$ cat src/rtl/keypad_pkg.sv
// Shared types, constants and helpers for the keypad scanner and its display mux.
package keypad_pkg;

  typedef enum logic [1:0] {
    SCAN     = 2'd0,
    DEBOUNCE = 2'd1,
    HELD     = 2'd2
  } scan_state_t;

  localparam logic [3:0] ROW_IDLE = 4'b1110;
  localparam logic [3:0] COL_NONE = 4'b1111;

  // Segment order {g,f,e,d,c,b,a}, active-high.
  function automatic logic [6:0] hex_to_seg7(input logic [3:0] hex);
    logic [6:0] seg;
    case (hex)
      4'h0:    seg = 7'h3F;
      4'h1:    seg = 7'h06;
      4'h2:    seg = 7'h5B;
      4'h3:    seg = 7'h4F;
      4'h4:    seg = 7'h66;
      4'h5:    seg = 7'h6D;
      4'h6:    seg = 7'h7D;
      4'h7:    seg = 7'h07;
      4'h8:    seg = 7'h7F;
      4'h9:    seg = 7'h6F;
      4'hA:    seg = 7'h77;
      4'hB:    seg = 7'h7C;
      4'hC:    seg = 7'h39;
      4'hD:    seg = 7'h5E;
      4'hE:    seg = 7'h79;
      default: seg = 7'h71;
    endcase
    return seg;
  endfunction

  // Position of the low bit in an active-low one-hot column word.
  function automatic logic [1:0] onehot_col_idx(input logic [3:0] col);
    logic [1:0] idx;
    idx = 2'd0;
    for (int i = 0; i < 4; i++) begin
      if (!col[i]) idx = 2'(i);
    end
    return idx;
  endfunction

  function automatic logic single_low(input logic [3:0] col);
    return (col == 4'b1110) || (col == 4'b1101) || (col == 4'b1011) || (col == 4'b0111);
  endfunction

endpackage

$ cat src/rtl/keypad_scan_display_seg7_mux.sv
// Time-multiplexes the hex digit buffer onto a shared seven-segment bus.
// Leading-zero blanking is compiled in when KEYPAD_LZ_BLANK_EN is defined.
module seg7_mux
  import keypad_pkg::*;
#(
  parameter int          NUM_DIGITS  = 4,
  parameter logic [15:0] REFRESH_DIV = 16'd5000,
  parameter int          CNT_W       = $clog2(NUM_DIGITS + 1)
) (
  input  logic                       clk,
  input  logic                       rst_n,
  input  logic [NUM_DIGITS-1:0][3:0] digits,
  input  logic [CNT_W-1:0]           count,
  output logic [6:0]                 seg,
  output logic [NUM_DIGITS-1:0]      an
);

  localparam int RW = (REFRESH_DIV > 16'd1) ? $clog2(REFRESH_DIV) : 1;
  localparam int IW = (NUM_DIGITS > 1) ? $clog2(NUM_DIGITS) : 1;
  localparam logic [RW-1:0] REF_LOAD = RW'(REFRESH_DIV - 16'd1);
  localparam logic [IW-1:0] IDX_LAST = IW'(NUM_DIGITS - 1);

  logic [RW-1:0] ref_cnt;
  logic [IW-1:0] idx;
  logic          blank;

  always_ff @(posedge clk or negedge rst_n) begin
    if (!rst_n) begin
      ref_cnt <= REF_LOAD;
      idx     <= '0;
    end else if (ref_cnt == '0) begin
      ref_cnt <= REF_LOAD;
      idx     <= (idx == IDX_LAST) ? '0 : idx + 1'b1;
    end else begin
      ref_cnt <= ref_cnt - 1'b1;
    end
  end

`ifdef KEYPAD_LZ_BLANK_EN
  // Digit 0 always lights; higher digits only once that many keys were entered.
  always_comb begin
    blank = 1'b0;
    if ((idx != '0) && (CNT_W'(idx) >= count)) blank = 1'b1;
  end
`else
  logic unused_count;
  assign unused_count = ^count;
  assign blank = 1'b0;
`endif

  // an and seg share one register stage so they never disagree.
  always_ff @(posedge clk or negedge rst_n) begin
    if (!rst_n) begin
      seg <= '0;
      an  <= '1;
    end else begin
      seg <= blank ? 7'h00 : hex_to_seg7(digits[idx]);
      an  <= ~(NUM_DIGITS'(1) << idx);
    end
  end

endmodule

$ cat src/rtl/keypad_scan_display.sv
// 4x4 hex keypad scanner with debounce, one event per press and a shifting
// seven-segment display buffer. KEYPAD_LZ_BLANK_EN enables leading-zero blanking.
//
//   state    | meaning
//   SCAN     | rows rotate each sample period, waiting for a single-key sample
//   DEBOUNCE | row frozen, counting samples equal to the latched column
//   HELD     | key reported, waiting for DEBOUNCE_CNT all-high samples
module keypad_scan_display
  import keypad_pkg::*;
#(
  parameter logic [15:0] SCAN_DIV     = 16'd1000,
  parameter int          DEBOUNCE_CNT = 4,
  parameter int          NUM_DIGITS   = 4,
  parameter logic [15:0] REFRESH_DIV  = 16'd5000
) (
  input  logic                  clk,
  input  logic                  rst_n,
  output logic [3:0]            row_out,
  input  logic [3:0]            col_in,
  input  logic                  clr,
  output logic                  key_valid,
  output logic [3:0]            key_code,
  output logic [6:0]            seg,
  output logic [NUM_DIGITS-1:0] an
);

  localparam int SW = (SCAN_DIV > 16'd1) ? $clog2(SCAN_DIV) : 1;
  localparam int MW = $clog2(DEBOUNCE_CNT + 1);
  localparam int NW = $clog2(NUM_DIGITS + 1);
  localparam logic [SW-1:0] SCAN_LOAD = SW'(SCAN_DIV - 16'd1);

  scan_state_t state, state_nxt;

  logic [3:0]                  col_s1, col_s2, lat_col;
  logic [SW-1:0]               scan_cnt;
  logic [1:0]                  row_idx;
  logic [MW-1:0]               match_cnt, rel_cnt;
  logic [NUM_DIGITS-1:0][3:0]  digits, digits_shift;
  logic [NW-1:0]               count;
  logic [3:0]                  key_new;
  logic tick, col_hit, deb_done, rel_done;
  logic latch, rotate, row_home, fire;

  assign tick     = (scan_cnt == '0);
  assign col_hit  = (col_s2 == lat_col);
  assign deb_done = (match_cnt >= MW'(DEBOUNCE_CNT))
                 || (tick && col_hit && (match_cnt == MW'(DEBOUNCE_CNT - 1)));
  assign rel_done = tick && (col_s2 == COL_NONE) && (rel_cnt == MW'(DEBOUNCE_CNT - 1));
  assign key_new  = {row_idx, onehot_col_idx(lat_col)};
  assign row_out  = ~(4'b0001 << row_idx);

  always_ff @(posedge clk or negedge rst_n) begin
    if (!rst_n) state <= SCAN;
    else        state <= state_nxt;
  end

  always_comb begin
    state_nxt = state;
    unique case (state)
      SCAN:     if (tick && single_low(col_s2)) state_nxt = DEBOUNCE;
      DEBOUNCE: begin
        if (deb_done)              state_nxt = HELD;
        else if (tick && !col_hit) state_nxt = SCAN;
      end
      HELD:     if (rel_done) state_nxt = SCAN;
      default:  state_nxt = SCAN;
    endcase
  end

  always_comb begin
    latch    = 1'b0;
    rotate   = 1'b0;
    row_home = 1'b0;
    fire     = 1'b0;
    unique case (state)
      SCAN: begin
        latch  = tick && single_low(col_s2);
        rotate = tick && !single_low(col_s2);
      end
      DEBOUNCE: begin
        fire   = deb_done;
        rotate = !deb_done && tick && !col_hit;
      end
      HELD:    row_home = rel_done;
      default: ;
    endcase
  end

  always_ff @(posedge clk or negedge rst_n) begin
    if (!rst_n) begin
      col_s1    <= COL_NONE;
      col_s2    <= COL_NONE;
      scan_cnt  <= SCAN_LOAD;
      row_idx   <= '0;
      lat_col   <= COL_NONE;
      match_cnt <= '0;
      rel_cnt   <= '0;
      key_valid <= 1'b0;
      key_code  <= '0;
    end else begin
      col_s1    <= col_in;
      col_s2    <= col_s1;
      scan_cnt  <= tick ? SCAN_LOAD : scan_cnt - 1'b1;
      key_valid <= fire;
      if (row_home)    row_idx <= '0;
      else if (rotate) row_idx <= row_idx + 2'd1;
      if (latch) begin
        lat_col   <= col_s2;
        match_cnt <= MW'(1);
      end else if ((state == DEBOUNCE) && tick && col_hit) begin
        match_cnt <= match_cnt + 1'b1;
      end
      if (state != HELD) rel_cnt <= '0;
      else if (tick)     rel_cnt <= (col_s2 == COL_NONE) ? rel_cnt + 1'b1 : '0;
      if (fire) key_code <= key_new;
    end
  end

  // Newest key enters digit 0; the oldest digit falls off the top.
  always_comb begin
    digits_shift    = digits;
    digits_shift[0] = key_new;
    for (int i = 1; i < NUM_DIGITS; i++) digits_shift[i] = digits[i-1];
  end

  always_ff @(posedge clk or negedge rst_n) begin
    if (!rst_n) begin
      digits <= '0;
      count  <= '0;
    end else if (clr) begin
      digits <= '0;
      count  <= '0;
    end else if (fire) begin
      digits <= digits_shift;
      count  <= (count == NW'(NUM_DIGITS)) ? count : count + 1'b1;
    end
  end

  seg7_mux #(
    .NUM_DIGITS (NUM_DIGITS),
    .REFRESH_DIV(REFRESH_DIV),
    .CNT_W      (NW)
  ) u_mux (
    .clk   (clk),
    .rst_n (rst_n),
    .digits(digits),
    .count (count),
    .seg   (seg),
    .an    (an)
  );

endmodule
$ cat config.mk
export PLATFORM = sky130hd
export DESIGN_NAME = keypad_scan_display
export DESIGN_NICKNAME = d
export VERILOG_FILES = /design/src/rtl/keypad_pkg.sv /design/src/rtl/keypad_scan_display_seg7_mux.sv /design/src/rtl/keypad_scan_display.sv
export SDC_FILE = /design/constraint.sdc
export NUM_CORES = 1
export LEC_CHECK = 0
export ABC_AREA = 1
export CORE_UTILIZATION = 58
export CTS_CLUSTER_DIAMETER = 50
export CTS_CLUSTER_SIZE = 8
export DETAILED_ROUTE_END_ITERATION = 16
export PLACE_DENSITY = 0.87
export SYNTH_ARGS = -nofsm -noshare
export SYNTH_HDL_FRONTEND = slang
export SYNTH_SLANG_ARGS = --single-unit
$ cat constraint.sdc
create_clock -name clk -period 3.42 [get_ports clk]
set_input_delay 0.684 -clock clk [delete_from_list [all_inputs] [get_ports clk]]
set_output_delay 0.684 -clock clk [all_outputs]
set_load 0.005 [all_outputs]
==> results of run 1 <==
==> logic make-up (layout without fill, tap and decap cells) <==
group	Yosys count	count (layout)	synth area share, %
compound gates	53	53	8.17
xor+xnor	11	11	2.49
fa+ha+maj	22	22	7.10
buf+inv	72	107	7.78
flops	79	79	52.0
simple gates	201	201	22.4
==> metrics by stage <==
step / utilization (%) / instance area, µm² / std cells / setup slack (ps)
CTS: 69.0 / 4400 / 550 / 1040
global route: 69.0 / 4400 / 550 / 858
finish: 69.0 / 4400 / 550 / 1050
detailed placement: 65.5 / 4180 / 534 / 1100
floorplan: - / 3870 / 438 / 1460
global placement: 65.5 / 4180 / 534 / 1230
==> worst max-delay path: stages (launching register included) <==
cell and delay (ps):
dfrtp_1 420, inv_1 120, ha_1 220, inv_1 70, clkdlybuf4s50_1 500
==> cell usage in the layout, fill, tap and decap left out, types with 4 or more instances in the layout <==
master,instances
o21ai_0,26
o21ai_2,8
clkbuf_8,11
ha_1,22
xor2_1,5
nand3_1,28
dfrtp_1,48
nand4_1,7
a21oi_1,11
inv_1,60
dfstp_2,31
xnor2_1,6
nor3_1,6
nor2_2,4
nor2_1,35
nand2_1,113
clkdlybuf4s50_1,25
==> final timing paths <==
check,from,to,slack (ps),cells after the start
worst max-delay path,row_idx[0],row_out[0],1050,4
worst min-delay path,col_s1[1],col_s2[1],360,0
worst max register to register,u_mux.idx[0],u_mux.seg[3],1080,9
worst min register to register,col_s1[1],col_s2[1],360,0
max in group asynchronous,rst_n,scan_cnt[4],2350,1
min in group asynchronous,rst_n,u_mux.ref_cnt[3],460,1
==> flip-flops by register name, indices dropped and copies added (netlist names) <==
signal,flops
col_s1,4
col_s2,4
u_mux.ref_cnt,13
rel_cnt,3
row_idx,2
u_mux.an,4
state,2
key_valid,1
key_code,4
scan_cnt,10
match_cnt,3
u_mux.idx,2
digits,16
lat_col,4
u_mux.seg,7
==> cell type report <==
cell class,count,share of cell area [%]
inverters,64,5.57
well taps,77,2.19
multi-input cells,287,35.4
repair buffers,27,6.02
clock inverters,3,1.48
clock buffers,13,3.61
flip-flops and latches,79,45.8
==> report_power, final <==
| group | total, mW | switching, mW | internal [mW] |
|---|---|---|---|
| clock | 0.783 | 0.333 | 0.451 |
| combinational | 0.0361 | 0.0271 | 0.00907 |
| sequential | 0.947 | 0.00343 | 0.944 |
==> per-layer routing <==
metal / part of all wire [%] / global-route usage [%] / vias up
li1: - / - / 1437
met1: 41 / 27.7 / 1404
met2: 51 / 39.2 / 97
met3: 4.6 / 6.53 / 32
met4: 3.8 / 12.0 / 0
met5: 0 / 0 / -
==> flow_metrics.env, run 1 <==
export IMPL_synth_ff_type="dfrtp_1"
export IMPL_synth_fp_nets=467
export IMPL_synth_most_common_cell="nand2_1"
export IMPL_whs_ps=355
export IMPL_synth_cells=438
export IMPL_antennaDiodeCount=0
export IMPL_synth_area_um2=3870
export IMPL_leakage_nw=2.15
export IMPL_dieArea_um2=7010
export IMPL_cts_root_buf="clkbuf_8"
export IMPL_worstPathMaxFanout=5
export IMPL_hp_class="flop to flop"
export IMPL_dr_total_vias=2970
export IMPL_wl_mm=7.45
export IMPL_core_area_um2=6390
export IMPL_insertion_delay_ps=360
export IMPL_fin_skew_ps=8.78
export IMPL_ys_warn_count=0
export IMPL_synth_common_cells="nand2_1 (113), inv_1 (60), dfrtp_1 (48)"
export IMPL_start_util_pct=60.7
export IMPL_globalplace_congestion=0.786
export IMPL_status="finished clean"
export IMPL_grt_setup_unrepaired="no"
export IMPL_grt_total_usage_pct=23.5
export IMPL_synthArstFlopShare_pct=100
export IMPL_yosysUniqueCellTypes=32
export IMPL_multi_input_area_um2=1560
export IMPL_ant_nets=0
export IMPL_io_buffers=26
export IMPL_path_clk_slew_ps=80
export IMPL_setup_violations=0
export IMPL_synth_area_top_cells="dfrtp_1 (31%), dfstp_2 (21%), nand2_1 (11%), ha_1 (7.1%), inv_1 (5.8%)"
export IMPL_cts_sinks=79
export IMPL_grt_ovfl_total=0
export IMPL_synth_top_cell_by_area="dfrtp_1"
export IMPL_clock_path_buffers=2
export IMPL_p_per_area_nw_per_um2=401
export IMPL_antenna_found_initial=0
export IMPL_finalNetCount=497
export IMPL_synth_edf_count=0
export IMPL_netlist_area_leader_share_pct=31.0
export IMPL_worst_pin_slew_ps=939
export IMPL_finalHoldViolations=0
export IMPL_rows=29
export IMPL_n_fill_cell=476
export IMPL_fmax_mhz=422
export IMPL_seq_area_um2=2020
export IMPL_ys_seq_area_share_pct=52.0
export IMPL_ir_drop_uv=294
export IMPL_end_kind="primary output"
export IMPL_wl_per_cell_um=13.5
export IMPL_drt_initial_drc_count=214
export IMPL_place_hpwl_mm=5.06
export IMPL_finalPower_mw=1.77
export IMPL_relSlewSlack_pct=37.4
export IMPL_crit_arrival_ps=1680
export IMPL_drt_pass1_iterations=4
export IMPL_drc=0
export IMPL_slew_viol_final=0
export IMPL_grt_max_degree=80
export IMPL_drive_above_1_share_pct=14.2
export IMPL_holdBufCountCts=0
export IMPL_die_x_um=83.7
export IMPL_grt_pass1_vias=2915
export IMPL_numCtsBuffers=9
export IMPL_h_tree_depth=3
export IMPL_fp_dieH_um=83.7
export IMPL_fin_crit_ps=2370
export IMPL_grt_pass1_wl_mm=13.0
export IMPL_maxCapViolCount=0
export IMPL_start_kind="flop"
export IMPL_ys_seq_elements=79
export IMPL_cts_tree="done"
export IMPL_cts_repair_resized=0
export IMPL_post_cts_setup_buffers=0
export IMPL_syn_avg_cell_area_um2=8.85
export IMPL_crit_type="flop to primary output"
export IMPL_vias_per_cell=5.40
export IMPL_required_ps=2740
export IMPL_syn2layout_area_growth_pct=13.7
export IMPL_final_period_utilization_pct=69.2
export IMPL_tns_ps=0
export IMPL_ioPinCount=27
Power figures use the tool's default switching activity.
==> run 2, diff against run 1 <==
- clock period: 3.42 -> 2.4 ns (I/O delays scaled with it)
==> flow_metrics.env, run 2 (synthesis results as in run 1) <==
export IMPL_status="finished clean"
export IMPL_fmax_mhz=456
export IMPL_top_regs="digits: 16 flops, u_mux.ref_cnt: 13 flops, scan_cnt: 10 flops"
export IMPL_dr_total_vias=2923
export IMPL_cts_tree="done"
export IMPL_h_tree_depth=3
export IMPL_core_area_um2=6390
export IMPL_ant_nets=0
export IMPL_clock_path_buffers=2
export IMPL_cts_repair_resized=0
export IMPL_ioPinCount=27
export IMPL_syn2layout_area_growth_pct=15.1
export IMPL_leakage_nw=2.17
export IMPL_antenna_found_initial=0
export IMPL_worstPathMaxFanout=12
export IMPL_cp_slowest_stage_delay_ps=500
export IMPL_holdBufCountCts=0
export IMPL_die_x_um=83.7
export IMPL_drc=0
export IMPL_regMostFlops="digits"
export IMPL_drt_initial_drc_count=182
export IMPL_grt_setup_unrepaired="no"
export IMPL_dieArea_um2=7010
export IMPL_finalNetCount=500
export IMPL_layout_common_cells="nand2_1 (113), inv_1 (60), dfrtp_1 (48)"
export IMPL_grt_pass1_wl_mm=12.7
export IMPL_start_util_pct=60.7
export IMPL_slew_viol_final=0
export IMPL_vias_per_cell=5.29
export IMPL_crit_type="flop to flop"
export IMPL_layout_commonest_cell="nand2_1"
export IMPL_finalPower_mw=2.60
export IMPL_finalHoldViolations=0
export IMPL_n_fill_cell=457
export IMPL_ir_drop_uv=430
export IMPL_path_cells="inv_1 > nand2_1 > a32oi_1 > inv_1 > ha_1 > nand2_1 > nand2_1 > a21oi_1 > nor2_1"
export IMPL_p_per_area_nw_per_um2=583
export IMPL_worst_pin_slew_ps=528
export IMPL_grt_max_degree=42
export IMPL_relSlewSlack_pct=64.8
export IMPL_io_buffers=26
export IMPL_maxCapViolCount=0
export IMPL_fin_crit_ps=2190
export IMPL_fp_dieH_um=83.7
export IMPL_path_clk_slew_ps=80
export IMPL_largest_reg_flops=16
export IMPL_cts_sinks=79
export IMPL_final_period_utilization_pct=91.4
export IMPL_drt_pass1_iterations=4
export IMPL_required_ps=2640
export IMPL_tns_ps=0
export IMPL_rows=29
export IMPL_grt_pass1_vias=3031
export IMPL_setup_violations=0
export IMPL_fin_skew_ps=7.55
export IMPL_crit_arrival_ps=2430
export IMPL_wl_mm=7.16
export IMPL_grt_total_usage_pct=22.5
export IMPL_insertion_delay_ps=350
export IMPL_whs_ps=97.2
export IMPL_critical_path_top_delay_family="flip-flops"
export IMPL_grt_ovfl_total=0
export IMPL_grtUsageMet2_pct=41.2
export IMPL_hp_class="input port to async pin"
export IMPL_final_cell_area_um2=4460
export IMPL_numCtsBuffers=9
export IMPL_place_area_um2=4220
export IMPL_cts_root_buf="clkbuf_8"
export IMPL_rrSetupSlack_ps=210
export IMPL_path_common_cell="nand2_1"
export IMPL_critical_path_buf_inv_count=2
export IMPL_post_cts_setup_buffers=0
export IMPL_globalplace_congestion=0.857
export IMPL_use_met1_pct=26.1
export IMPL_place_hpwl_mm=5.15
export IMPL_end_kind="flop"
export IMPL_gr_usage_met3_pct=3.66
export IMPL_drive_above_1_share_pct=15.1
export IMPL_gr_max_usage_layer="met2"
export IMPL_start_kind="flop"
export IMPL_antennaDiodeCount=0
export IMPL_slowest_stage="dfrtp_1"
export IMPL_wl_per_cell_um=12.9
run 2: cell count changes in the layout (fill, tap and decap cells not counted), sizes merged:
cell	delta
buf	+3
bufinv	+1
clkbuf	-3
clkinv	+1
clkinvlp	+1
run 2: path summary, 6_finish.rpt:
kind,startpoint,endpoint,cells after the start
setup / recovery,u_mux.idx[0],u_mux.seg[3],9
hold / removal,rst_n,u_mux.ref_cnt[3],1
setup reg to reg,u_mux.idx[0],u_mux.seg[3],9
hold reg to reg,col_s1[2],col_s2[2],0
max in group asynchronous,rst_n,col_s2[0],2
min in group clk,col_s1[2],col_s2[2],0
run 2: area by class of cell:
type	instances	area [µm²]	area share [%]
Tap cell	77	96.3	2.16
Clock buffer	10	138	3.09
Multi-Input combinational cell	287	1560	34.9
Clock inverter	6	108	2.41
Inverter	64	245	5.50
Timing Repair Buffer	30	300	6.73
Sequential cell	79	2020	45.2
run 2: metal layers:
layer / up-vias / share of wire [%]
met3: 17 / 2.9
met5: - / 0
li1: 1453 / -
met2: 55 / 52
met1: 1398 / 43
met4: 0 / 1.8
run 2: worst register-to-register path, stage by stage, from the launching register on:
cell and delay (ps):
dfrtp_1 500, inv_1 310, nand2_1 90, a32oi_1 350, inv_1 170, ha_1 320
nand2_1 70, nand2_1 80, a21oi_1 140, nor2_1 50
run 2: stage by stage:
step	instances	util, %	setup slack [ps]
final	553	69.8	207
after global routing	553	69.8	25.9
after CTS	553	69.8	219
after detailed placement	537	66.0	232
after global placement	537	66.0	396
after floorplan	438	-	441
run 2: report_power, final:
part | total [mW] | switching, mW | internal (mW)
clock | 1.19 | 0.479 | 0.715
sequential | 1.35 | 0.00430 | 1.34
combinational | 0.0572 | 0.0398 | 0.0174
total | 2.60 | 0.523 | 2.08
==> run 3, diff against run 2 <==
- PLACE_DENSITY: 0.87 -> 0.9
==> flow_metrics.env, run 3 (synthesis results as in run 1) <==
export IMPL_antenna_found_initial=0
export IMPL_drt_initial_drc_count=103
export IMPL_finalPower_mw=2.44
export IMPL_relSlewSlack_pct=64.0
export IMPL_fp_dieH_um=83.7
export IMPL_cts_root_buf="clkbuf_8"
export IMPL_drc=0
export IMPL_cts_tree="done"
export IMPL_cp_startpoint="u_mux.idx[0]"
export IMPL_n_fill_cell=485
export IMPL_post_cts_setup_buffers=0
export IMPL_place_hpwl_mm=5.13
export IMPL_gr_usage_met3_pct=5.74
export IMPL_setup_violations=0
export IMPL_maxCapViolCount=0
export IMPL_crit_arrival_ps=2400
export IMPL_grt_pass1_vias=2977
export IMPL_path_clk_slew_ps=80
export IMPL_top_regs="digits: 16 flops, u_mux.ref_cnt: 13 flops, scan_cnt: 10 flops"
export IMPL_worst_pin_slew_ps=538
export IMPL_required_ps=2650
export IMPL_cts_sinks=79
export IMPL_finalNetCount=500
export IMPL_pwr_share_comb_pct=2.3
export IMPL_path_cells="inv_1 > nand2_1 > a32oi_1 > inv_1 > ha_1 > nand2_1 > nand2_1 > a21oi_1 > nor2_1"
export IMPL_vias_per_cell=5.40
export IMPL_leakage_nw=2.15
export IMPL_p_sw_mw=0.508
export IMPL_antennaDiodeCount=0
export IMPL_grt_ovfl_total=0
export IMPL_slowest_stage="dfrtp_1"
export IMPL_rrSetupSlack_ps=250
export IMPL_holdBufCountCts=0
export IMPL_insertion_delay_ps=360
export IMPL_fin_crit_ps=2150
export IMPL_start_util_pct=60.7
export IMPL_fmax_mhz=465
export IMPL_power_share_switching_pct=20.8
export IMPL_regToRegStartpoint="u_mux.idx[0]"
export IMPL_grtUsageMet2_pct=40.7
export IMPL_p_per_area_nw_per_um2=552
export IMPL_rows=29
export IMPL_worstPathMaxFanout=12
export IMPL_numCtsBuffers=9
export IMPL_cp_slowest_stage_delay_ps=500
export IMPL_h_tree_depth=3
export IMPL_layout_commonest_cell="nand2_1"
export IMPL_use_met1_pct=25.6
export IMPL_syn2layout_area_growth_pct=14.2
export IMPL_largest_reg_flops=16
export IMPL_power_frac_clock_pct=42.5
export IMPL_regMostFlops="digits"
export IMPL_wl_mm=7.14
export IMPL_ir_drop_uv=420
export IMPL_core_area_um2=6390
export IMPL_gr_max_usage_layer="met2"
export IMPL_grt_pass1_wl_mm=12.7
export IMPL_clock_path_buffers=2
export IMPL_tns_ps=0
export IMPL_cts_repair_resized=0
export IMPL_globalplace_congestion=0.856
export IMPL_grt_total_usage_pct=22.8
export IMPL_end_kind="flop"
export IMPL_dieArea_um2=7010
export IMPL_fin_skew_ps=12.1
export IMPL_post_route_util_pct=69.3
export IMPL_drive_above_1_share_pct=14.5
export IMPL_ioPinCount=27
export IMPL_hp_class="input port to async pin"
export IMPL_layout_common_cells="nand2_1 (113), inv_1 (60), dfrtp_1 (48)"
export IMPL_final_period_utilization_pct=89.6
export IMPL_r2r_end="u_mux.seg[3]"
export IMPL_path_common_cell="nand2_1"
export IMPL_die_x_um=83.7
export IMPL_wl_per_cell_um=12.9
export IMPL_grt_setup_unrepaired="no"
export IMPL_grt_max_degree=41
export IMPL_crit_type="flop to flop"
export IMPL_reg2regPathDepth=9
export IMPL_p_int_mw=1.94
export IMPL_slew_viol_final=0
export IMPL_drt_pass1_iterations=4
export IMPL_start_kind="flop"
export IMPL_finalHoldViolations=0
export IMPL_ant_nets=0
export IMPL_dr_total_vias=2984
export IMPL_power_frac_seq_pct=55.2
export IMPL_io_buffers=26
export IMPL_status="finished clean"
run 3: how the worst max path moves through the flow:
| stage | endpoint | cells past startpoint |
|---|---|---|
| after floorplan | u_mux.seg[3] | 11 |
| after global placement | u_mux.seg[3] | 9 |
| final | u_mux.seg[3] | 9 |
| after global routing | u_mux.seg[3] | 9 |
| after detailed placement | u_mux.seg[3] | 9 |
| after CTS | u_mux.seg[3] | 9 |
run 3: through the flow:
step	hold slack, ps	cell area, µm²	std cells	setup slack, ps
floorplan	184	3870	438	441
global placement	346	4220	537	398
detailed placement	348	4220	537	276
CTS	99.9	4430	553	246
global route	117	4430	553	47.1
finish	82.0	4430	553	249
run 3: area by class of cell:
type                            count  area, µm²  share of cell area (%)
Sequential cell                    79       2020                    45.5
Clock inverter                      2       37.5                   0.848
Inverter                           64        245                    5.54
Tap cell                           77       96.3                    2.18
Timing Repair Buffer               30        300                    6.78
Clock buffer                       14        174                    3.93
Multi-Input combinational cell    287       1560                    35.2
run 3: routing by layer:
| layer | vias up | wire length [µm] | part of all wire (%) |
|---|---|---|---|
| li1 | 1448 | - | - |
| met5 | - | 0 | 0 |
| met4 | 0 | 113 | 1.6 |
| met1 | 1463 | 3010 | 42 |
| met3 | 15 | 315 | 4.4 |
| met2 | 58 | 3700 | 52 |
run 3: power by group through the flow:
stage	combinational [mW]	sequential, mW	clock (mW)
floorplan	0.0143	1.37	0
global placement	0.0567	1.37	0
detailed placement	0.0581	1.37	0
CTS	0.0587	1.35	1.06
global route	0.0658	1.35	1.11
finish	0.0569	1.35	1.04
run 3: worst max-delay path, delay by kind of cell, from the launching register on:
family | cells | cell delay [ps]
flops | 1 | 500
compound gates | 2 | 480
fa+ha+maj | 1 | 320
simple gates | 4 | 270
buf+inv | 2 | 490
